**config.mk**
```make
export PLATFORM = sky130hd
export DESIGN_NAME = mem_responder_flat
export DESIGN_NICKNAME = d
export VERILOG_FILES = /design/src/rtl/mem_responder_pkg.sv /design/src/rtl/mem_responder_if.sv /design/src/rtl/mem_responder_io_fifo.sv /design/src/rtl/mem_responder.sv /design/src/flat_wrapper.sv
export SDC_FILE = /design/constraint.sdc
export NUM_CORES = 1
export LEC_CHECK = 0
export CAP_MARGIN = 20
export CORE_ASPECT_RATIO = 0.6
export CORE_MARGIN = 2
export CORE_UTILIZATION = 43
export CTS_CLUSTER_SIZE = 24
export DETAILED_ROUTE_END_ITERATION = 7
export PLACE_DENSITY = 0.66
export REMOVE_ABC_BUFFERS = 1
export SLEW_MARGIN = 20
export SYNTH_ARGS = -nofsm -noshare
export SYNTH_HDL_FRONTEND = slang
export SYNTH_SLANG_ARGS = --single-unit
```
**constraint.sdc**
```tcl
create_clock -name clk -period 4.33 [get_ports clk]
set_input_delay 0.6495 -clock clk [delete_from_list [all_inputs] [get_ports clk]]
set_output_delay 0.6495 -clock clk [all_outputs]
set_load 0.03 [all_outputs]
```
**src/rtl/mem_responder_pkg.sv**
```systemverilog
// Shared typedefs and default sizing for the memory responder and the CPU datapath.
// Contents:
//   AWIDTH_DEF / DWIDTH_DEF / FIFO_DEPTH_DEF / IO_ADDR_DEF  default geometry
//   respStateT                                           responder FSM states
//   count_width()                                        width of a FIFO occupancy count
package mem_responder_pkg;

    localparam int unsigned AWIDTH_DEF     = 5;
    localparam int unsigned DWIDTH_DEF     = 8;
    localparam int unsigned FIFO_DEPTH_DEF = 4;
    localparam logic [AWIDTH_DEF-1:0] IO_ADDR_DEF = '1;

    typedef enum logic [1:0] {
        LOAD,
        RUN,
        HALTED
    } respStateT;

    // Occupancy needs one bit more than the pointer index so "full" is representable.
    function automatic int unsigned count_width(input int unsigned depth);
        return $clog2(depth) + 1;
    endfunction

endpackage

```
**src/rtl/mem_responder_if.sv**
```systemverilog
// Bus bundle between the CPU/loader/consumer side (master) and mem_responder (slave).
// Signals:
//   CPU bus : addr, memRd, memWr, halt, wdata -> ; <- rdata, cpu_rst_, bus_err
//   Loader  : ld_valid, ld_addr, ld_data, ld_done -> ; <- ld_ready
//   IO port : io_ready -> ; <- io_valid, io_data, io_ovf
interface mem_responder_if
    import mem_responder_pkg::*;
#(
    parameter int unsigned AWIDTH = AWIDTH_DEF,
    parameter int unsigned DWIDTH = DWIDTH_DEF
) ();

    logic [AWIDTH-1:0] addr;
    logic              memRd;
    logic              memWr;
    logic              halt;
    logic [DWIDTH-1:0] wdata;
    logic [DWIDTH-1:0] rdata;
    logic              cpu_rst_;

    logic              ld_valid;
    logic              ld_ready;
    logic [AWIDTH-1:0] ld_addr;
    logic [DWIDTH-1:0] ld_data;
    logic              ld_done;

    logic              io_valid;
    logic              io_ready;
    logic [DWIDTH-1:0] io_data;
    logic              io_ovf;
    logic              bus_err;

    modport master (
        output addr, memRd, memWr, halt, wdata,
        output ld_valid, ld_addr, ld_data, ld_done,
        output io_ready,
        input  rdata, cpu_rst_, ld_ready, io_valid, io_data, io_ovf, bus_err
    );

    modport slave (
        input  addr, memRd, memWr, halt, wdata,
        input  ld_valid, ld_addr, ld_data, ld_done,
        input  io_ready,
        output rdata, cpu_rst_, ld_ready, io_valid, io_data, io_ovf, bus_err
    );

endinterface

```
**src/rtl/mem_responder_io_fifo.sv**
```systemverilog
// io_fifo: small output FIFO behind the memory-mapped IO address.
// Ports:
//   clk, rst   clock, async active-high reset (clears pointers and storage)
//   push       write push_data (ignored when full unless a pop happens on the same edge)
//   push_data  word to enqueue
//   full       DEPTH words held
//   pop        dequeue head (ignored when empty)
//   empty      no words held
//   count      occupancy, 0..DEPTH
//   data       head word (combinational from storage)
module io_fifo #(
    parameter int unsigned DWIDTH = 8,
    parameter int unsigned DEPTH  = 4
) (
    input  logic                     clk,
    input  logic                     rst,
    input  logic                     push,
    input  logic [DWIDTH-1:0]        push_data,
    output logic                     full,
    input  logic                     pop,
    output logic                     empty,
    output logic [$clog2(DEPTH):0]   count,
    output logic [DWIDTH-1:0]        data
);

    localparam int unsigned PW = $clog2(DEPTH);
    localparam logic [PW:0] PTR_ONE = {{PW{1'b0}}, 1'b1};

    logic [DWIDTH-1:0] store [DEPTH];
    logic [PW:0]       wr_ptr;
    logic [PW:0]       rd_ptr;
    logic              pop_ok;
    logic              push_ok;

    // Extra pointer MSB distinguishes full (MSBs differ) from empty (all equal).
    assign empty   = (wr_ptr == rd_ptr);
    assign full    = (wr_ptr[PW] != rd_ptr[PW]) && (wr_ptr[PW-1:0] == rd_ptr[PW-1:0]);
    assign count   = wr_ptr - rd_ptr;
    assign data    = store[rd_ptr[PW-1:0]];

    // A pop on the same edge frees the slot, so a push into a full FIFO still lands.
    assign pop_ok  = pop && !empty;
    assign push_ok = push && (!full || pop_ok);

    always_ff @(posedge clk or posedge rst) begin
        if (rst) begin
            wr_ptr <= '0;
            rd_ptr <= '0;
            for (int unsigned i = 0; i < DEPTH; i++) begin
                store[i] <= '0;
            end
        end else begin
            if (push_ok) begin
                store[wr_ptr[PW-1:0]] <= push_data;
                wr_ptr                <= wr_ptr + PTR_ONE;
            end
            if (pop_ok) begin
                rd_ptr <= rd_ptr + PTR_ONE;
            end
        end
    end

endmodule

```
**src/rtl/mem_responder.sv**
```systemverilog
// mem_responder: memory-side responder for the CPU's memRd/memWr strobes.
// Holds program/data RAM (registered 1-cycle read), an output FIFO mapped at IO_ADDR,
// and the loader handshake that keeps the CPU in reset until the program is loaded.
// Ports:
//   clk   clock, rising edge
//   rst   async active-high reset (RAM contents are kept)
//   bus   mem_responder_if.slave: CPU bus, loader handshake, IO FIFO port, sticky flags
module mem_responder
    import mem_responder_pkg::*;
#(
    parameter int unsigned       AWIDTH     = AWIDTH_DEF,
    parameter int unsigned       DWIDTH     = DWIDTH_DEF,
    parameter logic [AWIDTH-1:0] IO_ADDR    = '1,
    parameter int unsigned       FIFO_DEPTH = FIFO_DEPTH_DEF
) (
    input  logic                  clk,
    input  logic                  rst,
    mem_responder_if.slave        bus
);

    localparam int unsigned CW = count_width(FIFO_DEPTH);

    respStateT         state;
    logic [DWIDTH-1:0] mem [2**AWIDTH];

    logic [DWIDTH-1:0] rdata_q;
    logic              cpu_rst_q;
    logic              ld_ready_q;
    logic              io_ovf_q;
    logic              bus_err_q;

    logic              io_hit;
    logic              ram_we;
    logic [AWIDTH-1:0] ram_waddr;
    logic [DWIDTH-1:0] ram_wdata;

    logic              fifo_push;
    logic              fifo_pop;
    logic              fifo_full;
    logic              fifo_empty;
    logic [CW-1:0]     fifo_count;
    logic [DWIDTH-1:0] fifo_data;

    assign io_hit    = (bus.addr == IO_ADDR);
    assign fifo_push = (state == RUN) && bus.memWr && io_hit;
    assign fifo_pop  = !fifo_empty && bus.io_ready;

    // Single RAM write port shared by the loader (LOAD) and the CPU (RUN).
    always_comb begin
        ram_we    = 1'b0;
        ram_waddr = '0;
        ram_wdata = '0;
        if (state == LOAD) begin
            if (bus.ld_valid && ld_ready_q && (bus.ld_addr != IO_ADDR)) begin
                ram_we    = 1'b1;
                ram_waddr = bus.ld_addr;
                ram_wdata = bus.ld_data;
            end
        end else if (state == RUN) begin
            if (bus.memWr && !io_hit) begin
                ram_we    = 1'b1;
                ram_waddr = bus.addr;
                ram_wdata = bus.wdata;
            end
        end
    end

    always_ff @(posedge clk) begin
        if (ram_we) begin
            mem[ram_waddr] <= ram_wdata;
        end
    end

    always_ff @(posedge clk or posedge rst) begin
        if (rst) begin
            state      <= LOAD;
            rdata_q    <= '0;
            cpu_rst_q  <= 1'b0;
            ld_ready_q <= 1'b1;
            io_ovf_q   <= 1'b0;
            bus_err_q  <= 1'b0;
        end else begin
            case (state)
                LOAD: begin
                    cpu_rst_q  <= 1'b0;
                    ld_ready_q <= 1'b1;
                    if (bus.ld_done) begin
                        state      <= RUN;
                        ld_ready_q <= 1'b0;
                    end
                end
                RUN: begin
                    cpu_rst_q  <= 1'b1;
                    ld_ready_q <= 1'b0;
                    if (bus.halt) begin
                        state <= HALTED;
                    end
                end
                HALTED: begin
                    cpu_rst_q  <= 1'b1;
                    ld_ready_q <= 1'b0;
                end
                default: begin
                    state <= LOAD;
                end
            endcase

            if (state != LOAD) begin
                if (bus.memRd && bus.memWr) begin
                    bus_err_q <= 1'b1;
                end else if (bus.memRd) begin
                    // IO address reads back FIFO occupancy, MSB-aligned in the data word.
                    rdata_q <= io_hit ? (DWIDTH'(fifo_count) << (DWIDTH - CW)) : mem[bus.addr];
                end
            end

            if (fifo_push && fifo_full && !fifo_pop) begin
                io_ovf_q <= 1'b1;
            end
        end
    end

    io_fifo #(
        .DWIDTH (DWIDTH),
        .DEPTH  (FIFO_DEPTH)
    ) u_io_fifo (
        .clk       (clk),
        .rst       (rst),
        .push      (fifo_push),
        .push_data (bus.wdata),
        .full      (fifo_full),
        .pop       (fifo_pop),
        .empty     (fifo_empty),
        .count     (fifo_count),
        .data      (fifo_data)
    );

    assign bus.rdata    = rdata_q;
    assign bus.cpu_rst_ = cpu_rst_q;
    assign bus.ld_ready = ld_ready_q;
    assign bus.io_valid = !fifo_empty;
    assign bus.io_data  = fifo_data;
    assign bus.io_ovf   = io_ovf_q;
    assign bus.bus_err  = bus_err_q;

endmodule

```
**src/flat_wrapper.sv**
```systemverilog
// flat-port wrapper written by rule: the top's interface ports become plain ports
module mem_responder_flat import mem_responder_pkg::*;
#(
    parameter int unsigned       AWIDTH     = AWIDTH_DEF,
    parameter int unsigned       DWIDTH     = DWIDTH_DEF,
    parameter logic [AWIDTH-1:0] IO_ADDR    = '1,
    parameter int unsigned       FIFO_DEPTH = FIFO_DEPTH_DEF
)
  (clk, rst, bus_addr, bus_memRd, bus_memWr, bus_halt, bus_wdata, bus_ld_valid, bus_ld_addr, bus_ld_data, bus_ld_done, bus_io_ready, bus_rdata, bus_cpu_rst_, bus_ld_ready, bus_io_valid, bus_io_data, bus_io_ovf, bus_bus_err);
  mem_responder_if #(.AWIDTH(AWIDTH), .DWIDTH(DWIDTH)) bus_i ();
  input  logic clk;
  input  logic rst;
  input wire logic [$bits(bus_i.addr)-1:0] bus_addr;
  input wire logic [$bits(bus_i.memRd)-1:0] bus_memRd;
  input wire logic [$bits(bus_i.memWr)-1:0] bus_memWr;
  input wire logic [$bits(bus_i.halt)-1:0] bus_halt;
  input wire logic [$bits(bus_i.wdata)-1:0] bus_wdata;
  input wire logic [$bits(bus_i.ld_valid)-1:0] bus_ld_valid;
  input wire logic [$bits(bus_i.ld_addr)-1:0] bus_ld_addr;
  input wire logic [$bits(bus_i.ld_data)-1:0] bus_ld_data;
  input wire logic [$bits(bus_i.ld_done)-1:0] bus_ld_done;
  input wire logic [$bits(bus_i.io_ready)-1:0] bus_io_ready;
  output wire logic [$bits(bus_i.rdata)-1:0] bus_rdata;
  output wire logic [$bits(bus_i.cpu_rst_)-1:0] bus_cpu_rst_;
  output wire logic [$bits(bus_i.ld_ready)-1:0] bus_ld_ready;
  output wire logic [$bits(bus_i.io_valid)-1:0] bus_io_valid;
  output wire logic [$bits(bus_i.io_data)-1:0] bus_io_data;
  output wire logic [$bits(bus_i.io_ovf)-1:0] bus_io_ovf;
  output wire logic [$bits(bus_i.bus_err)-1:0] bus_bus_err;
  assign bus_i.addr = bus_addr;
  assign bus_i.memRd = bus_memRd;
  assign bus_i.memWr = bus_memWr;
  assign bus_i.halt = bus_halt;
  assign bus_i.wdata = bus_wdata;
  assign bus_i.ld_valid = bus_ld_valid;
  assign bus_i.ld_addr = bus_ld_addr;
  assign bus_i.ld_data = bus_ld_data;
  assign bus_i.ld_done = bus_ld_done;
  assign bus_i.io_ready = bus_io_ready;
  assign bus_rdata = bus_i.rdata;
  assign bus_cpu_rst_ = bus_i.cpu_rst_;
  assign bus_ld_ready = bus_i.ld_ready;
  assign bus_io_valid = bus_i.io_valid;
  assign bus_io_data = bus_i.io_data;
  assign bus_io_ovf = bus_i.io_ovf;
  assign bus_bus_err = bus_i.bus_err;
  mem_responder #(.AWIDTH(AWIDTH), .DWIDTH(DWIDTH), .IO_ADDR(IO_ADDR), .FIFO_DEPTH(FIFO_DEPTH)) u_core (.clk(clk), .rst(rst), .bus(bus_i));
endmodule
```
==> results of run 1 <==
## final cells by class
cell class / count / share of cell area
Sequential cell: 308 / 0.615
Timing Repair Buffer: 82 / 0.0514
Inverter: 14 / 0.00368
Clock buffer: 35 / 0.0526
Clock inverter: 17 / 0.0104
Tap cell: 375 / 0.0321
Multi-Input combinational cell: 297 / 0.235
## cells by family after synthesis
kind of cell / after synthesis
AOI/OAI and AO/OA: 48
buffers and inverters: 41
adders and majority gates: 12
muxes: 131
DFF: 308
and+or+nand+nor: 92
other: 1
xor gates and xnor gates: 6
## layout by cell type (no fill, tap or decap), types with 4 or more instances in the layout
cell,count
edfxtp_1,256
clkinv_1,10
ha_1,11
nand3_1,13
nand4_1,4
nand2_2,4
conb_1,8
a22o_1,10
nor2_1,25
clkbuf_16,29
a21oi_1,9
clkdlybuf4s50_1,51
clkbuf_1,4
nor3_1,8
mux4_2,74
nor2b_1,13
xnor2_1,5
nand2_1,16
a221oi_1,4
buf_4,28
inv_1,13
mux2i_1,12
mux2_2,41
dfrtp_1,51
## through the flow
step	util	area, sq um	power [W]	worst slack [ps]	hold WS, ps
2_1_floorplan	-	12500	0.00442	1540	459
3_3_place_gp	0.476	13700	0.00495	720	469
3_5_place_dp	0.476	13700	0.00501	613	488
4_1_cts	0.508	14600	0.00749	817	503
5_1_grt	0.508	14600	0.00773	427	522
6_report	0.508	14600	0.00744	731	489
## how the worst max path moves through the flow
stage	from	end	depth (start not counted)
floorplan	bus_ld_addr[2]	u_core.mem[16][0]$_DFFE_PP_	5
global placement	bus_addr[3]	u_core.mem[23][3]$_DFFE_PP_	7
detailed placement	bus_addr[3]	u_core.mem[22][3]$_DFFE_PP_	7
CTS	u_core.state[1]$_DFFE_PP0P_	u_core.mem[22][7]$_DFFE_PP_	7
global route	u_core.state[1]$_DFFE_PP0P_	u_core.mem[22][7]$_DFFE_PP_	7
finish	u_core.state[1]$_DFFE_PP0P_	u_core.mem[22][7]$_DFFE_PP_	7
## worst max-delay path, cell delays in order, from the launching register on
cell     delay (ps)
dfrtp_1         420
inv_1           100
ha_1            360
nand3_1         280
a31oi_2         490
a22oi_1         230
nor3_1          560
nor2b_1         770
## state kept, by name (all words and copies together) (netlist names)
name and cells:
u_core.bus.cpu_rst_ 1, u_core.state 2, u_core.bus.ld_ready 1, u_core.bus.rdata 8, u_core.u_io_fifo.store 32, u_core.u_io_fifo.wr_ptr 3
u_core.mem 256, u_core.bus.io_ovf 1, u_core.u_io_fifo.rd_ptr 3, u_core.bus.bus_err 1
## power by group through the flow
stage / Sequential (W) / Clock, W / Combinational (W)
after floorplan: 0.00377 / 0 / 0.000651
after global placement: 0.00373 / 0 / 0.00122
after detailed placement: 0.00375 / 0 / 0.00126
after CTS: 0.00369 / 0.00253 / 0.00127
after global routing: 0.00371 / 0.00266 / 0.00135
final: 0.00369 / 0.00249 / 0.00126
## metal layers
layer	up-vias	global-route usage
li1	2785	-
met1	3399	0.299
met2	274	0.286
met3	39	0.0453
met4	0	0.0350
met5	-	0
==> flow_summary.ini, run 1 <==
[power]
p_sw_w = 0.00199
power_density_mw_per_mm2 = 509
switching_share = 0.268
p_clk_frac = 0.335
leakage_nw = 4.84
vdd_ir_drop_max_uv = 316
internal_power_w = 0.00545
combPwrFrac = 0.170
seq_power_share = 0.495

[drt]
routed_via_density = 5.76
wire_per_inst_microns = 25.4
drt-initial-drc-count = 662
drc = 0
route.met2.wl_mm = 12.7
first_pass_iters = 6
met1_length_mm = 13.3
ant_nets = 0
wl_mm = 28.7
met3WireLength_mm = 2.26
vias = 6497
top_layer_used = met4

[synth]
syn_inst = 639
yosysTopAreaCellShare = 0.610
yosys_warnings = 0
ys_types = 53
ys.flop_type = edfxtp_1
synth_edf_count = 256
synthXorXnorAreaFrac = 0.00417
synth_most_common_cell = edfxtp_1
synth_top_area_cell = edfxtp_1
synth-seq-area-share = 0.713
synthAdderAreaFrac = 0.0125
synthMuxAreaShare = 0.185
ys_ff_latch = 308
yosys-top-cells-area = edfxtp_1 61%, mux4_2 13%, dfrtp_1 10%
synth.top_cells.by_count = 256 x edfxtp_1, 74 x mux4_2, 51 x dfrtp_1, 41 x mux2_2, 25 x nor2_1
synth-simple-area-share = 0.0371
async_flop_share = 0.169
synth_compound_area_frac = 0.0305
synth_area_per_cell_sq_um = 19.7
synth_top_family_by_area = multiplexers
syn-cell-area_sq_mm = 0.0126

[die]
start_util = 0.438
dieArea_sq_mm = 0.0308
num_rows = 48
io_pins = 55
fp.dieH_microns = 137
core_sq_mm = 0.0288
fp.dieW_microns = 225

[sta]
finalSetupTns_ps = 0
tightestPinTransition_ps = 976
rsz0062_at_grt = no
clock_skew_ps = 12.5
finalMaxSlewViolations = 0
hold_violations = 0
relSlewSlack = 0.346
fin_crit_sh = 0.831
final-setup-viol-count = 0
period_needed_ps = 3600
timing.fmax_mhz = 278

[global_route]
grt_pass1_wl_mm = 43.4
grt_use_total = 0.194
antenna_found_initial = 0
grt_overflow = 0
grt_max_degree = 66
first_global_vias = 6699

[cells_and_area]
antennaDiodeCount = 0
nets = 777
syn2layout_area_growth_pct = 15.9
fin_cells = 1128
drive_gt1_frac = 0.264
multiInputGateArea_sq_mm = 0.00343
seq_area_sq_mm = 0.00899
n_fill_cell = 2250

[placement]
place_inst = 1076
port_buffers = 54
hpwl_mm = 19.0
place_congestion = 0.831

[clocking]
cts_num_sinks = 308
cts_buffer_depth = 3
clk_latency_ps = 550
cts_setup_buffers = 0
clk_root_buffer_cell = clkbuf_16
hold_buffers = 0
cts_tree = built
h-tree-depth = 1
cts_buffers = 28
ctsResizeCount = 0
clk_pin_slew_ps = 70

[setup_path]
path_class = reg2reg
crit_path_end_kind = flop
reg2reg_from = u_core.state[1]$_DFFE_PP0P_
cp.arrival_ps = 3770
crit_fanout = 10
r2r-end = u_core.mem[22][7]$_DFFE_PP_
worstPathRequired_ps = 4500
start_kind = flop
rr_worst_depth = 7
rrSetupSlack_ps = 730

[run]
drv_cap = 0

[worst_hold_path]
hold_depth = 1
worstHoldPathType = reg2reg
hold_path_startpoint = u_core.bus.bus_err$_DFFE_PP0P_
hold_end = u_core.bus.bus_err$_DFFE_PP0P_

[outcome]
status = finished, final reports clean
Note: power is estimated with default switching activity, not from simulation.
==> inputs of run 2 (changes only) <==
--- a/config.mk
+++ b/config.mk
@@ -11,7 +11,7 @@
 export CORE_UTILIZATION = 43
 export CTS_CLUSTER_SIZE = 24
 export DETAILED_ROUTE_END_ITERATION = 7
-export PLACE_DENSITY = 0.66
+export PLACE_DENSITY = 0.68
 export REMOVE_ABC_BUFFERS = 1
 export SLEW_MARGIN = 20
 export SYNTH_ARGS = -nofsm -noshare
==> constraint.sdc (replaced) <==
create_clock -name clk -period 3 [get_ports clk]
set_input_delay 0.45 -clock clk [delete_from_list [all_inputs] [get_ports clk]]
set_output_delay 0.45 -clock clk [all_outputs]
set_load 0.03 [all_outputs]
==> flow_summary.ini, run 2 (synthesis gave the netlist of run 1 again) <==
[die]
dieArea_sq_mm = 0.0308
num_rows = 48
start_util = 0.438
fp.dieW_microns = 225
core_sq_mm = 0.0288
io_pins = 55
fp.dieH_microns = 137

[sta]
fin_crit_sh = 0.958
period_needed_ps = 2870
finalSetupTns_ps = 0
tightestPinTransition_ps = 643
relSlewSlack = 0.568
final-setup-viol-count = 0
timing.fmax_mhz = 348
hold_ws_ps = 295
hold_violations = 0
rsz0062_at_grt = no
worst_slack_ps = 127
clock_skew_ps = 7.76
finalMaxSlewViolations = 0

[placement]
place_inst = 1120
hpwl_mm = 20.0
port_buffers = 54
dpl_worst_slack_ps = -102
place_congestion = 0.803

[cells_and_area]
antennaDiodeCount = 0
max_flop_register = u_core.mem
fin_cells = 1169
layout_common_cells = 256 x edfxtp_1, 74 x mux4_2, 65 x buf_4, 51 x clkdlybuf4s50_1, 50 x dfrtp_1
drive_gt1_frac = 0.307
utilization = 0.521
largest_register_ffs = 256
syn2layout_area_growth_pct = 18.8
nets = 820
final_common_cell = edfxtp_1

[setup_path]
critical-path-slowest-cell = clkdlybuf4s50_1
cp.arrival_ps = 2420
path_class = reg2out
crit_fanout = 10
start_kind = flop
crit_family = buffers and inverters
crit_chain = buf_4 > mux4_2 > clkdlybuf4s50_1
max_stage_delay_ps = 640
worstPathRequired_ps = 2550
setup.worst_path.start = u_core.u_io_fifo.rd_ptr[1]$_DFFE_PP0P_
reg2reg_from = u_core.state[1]$_DFFE_PP0P_
cp_num_buf_inv = 2
crit_path_end_kind = output port

[global_route]
grt_overflow = 0
grt_pass1_wl_mm = 45.0
busiest_layer = met1
use_met2 = 0.306
grt_max_degree = 56
met3_usage = 0.0361
grt_use_total = 0.201
grt_use_met1 = 0.308
first_global_vias = 7045
antenna_found_initial = 0

[clocking]
hold_buffers = 0
cts_setup_buffers = 0
cts_tree = built
h-tree-depth = 1
cts_buffer_depth = 3
clk_latency_ps = 540
cts_buffers = 27
clk_root_buffer_cell = clkbuf_16
clk_pin_slew_ps = 70
cts_num_sinks = 308

[drt]
vias = 6819
wire_per_inst_microns = 25.6
drc = 0
drt-initial-drc-count = 758
ant_nets = 0
wl_mm = 29.9
routed_via_density = 5.83
first_pass_iters = 5

[power]
power_density_mw_per_mm2 = 716
leakage_nw = 5.05
vdd_ir_drop_max_uv = 456

[run]
drv_cap = 0

[outcome]
status = finished, final reports clean

[worst_hold_path]
worstHoldPathType = in2async
-- run 2: changes by cell type in the layout (fill, tap and decap cells not counted), sizes merged --
cell / previous run / this run
clkinvlp: 1 / 4
clkbuf: 35 / 31
clkinv: 13 / 11
buf: 31 / 75
-- run 2: path summary, 6_finish.rpt --
check / cells past startpoint / slack (ps) / endpoint
setup / recovery: 3 / 130 / bus_io_data[2]
hold / removal: 2 / 290 / u_core.bus.cpu_rst_$_DFFE_PP0P_
setup reg to reg: 9 / 130 / u_core.mem[22][6]$_DFFE_PP_
hold reg to reg: 1 / 480 / u_core.bus.bus_err$_DFFE_PP0P_
max in group asynchronous: 3 / 2000 / u_core.u_io_fifo.store[16]$_DFFE_PP0P_
min in group clk: 1 / 480 / u_core.bus.bus_err$_DFFE_PP0P_
-- run 2: final cells by class --
type | count | area [sq um]
clock buffer | 31 | 691
clock inverter | 18 | 169
tap | 375 | 469
sequential | 308 | 8990
inverter | 14 | 52.6
multi-input combinational | 297 | 3430
timing repair buffer | 126 | 1170
fill | 2196 | 13800
-- run 2: worst reg2reg max path, cell delays in order (launching register included) --
cell and delay [ps]:
dfrtp_1 420, inv_1 110, ha_1 170, nand3_1 200, a31oi_2 390, a22oi_1 180
nor3_1 360, buf_4 200, nor2b_1 340, buf_4 220
-- run 2: what timing repair did --
item                                   in CTS  in global routing
resized for setup                           1                  1
endpoints found under the hold margin       0                  0
pin swaps                                   0                  0
setup endpoints to repair                   3                  2
-- run 2: per-stage QoR --
stage	power, W	area (sq um)
floorplan	0.00638	12500
global placement	0.00729	14100
detailed placement	0.00737	14100
CTS	0.0108	15000
global route	0.0111	15000
finish	0.0107	15000
-- run 2: routing by layer --
layer  part of all wire  vias to the layer above
met1               0.46                     3623
met2               0.45                      290
met4              0.017                        0
met3              0.073                       42
li1                   -                     2864
met5                  0                        -
-- run 2: power breakdown --
group          switching [W]  internal [W]  total (W)
clock                0.00152       0.00191    0.00343
sequential          0.000206       0.00508    0.00529
combinational        0.00117      0.000832    0.00200
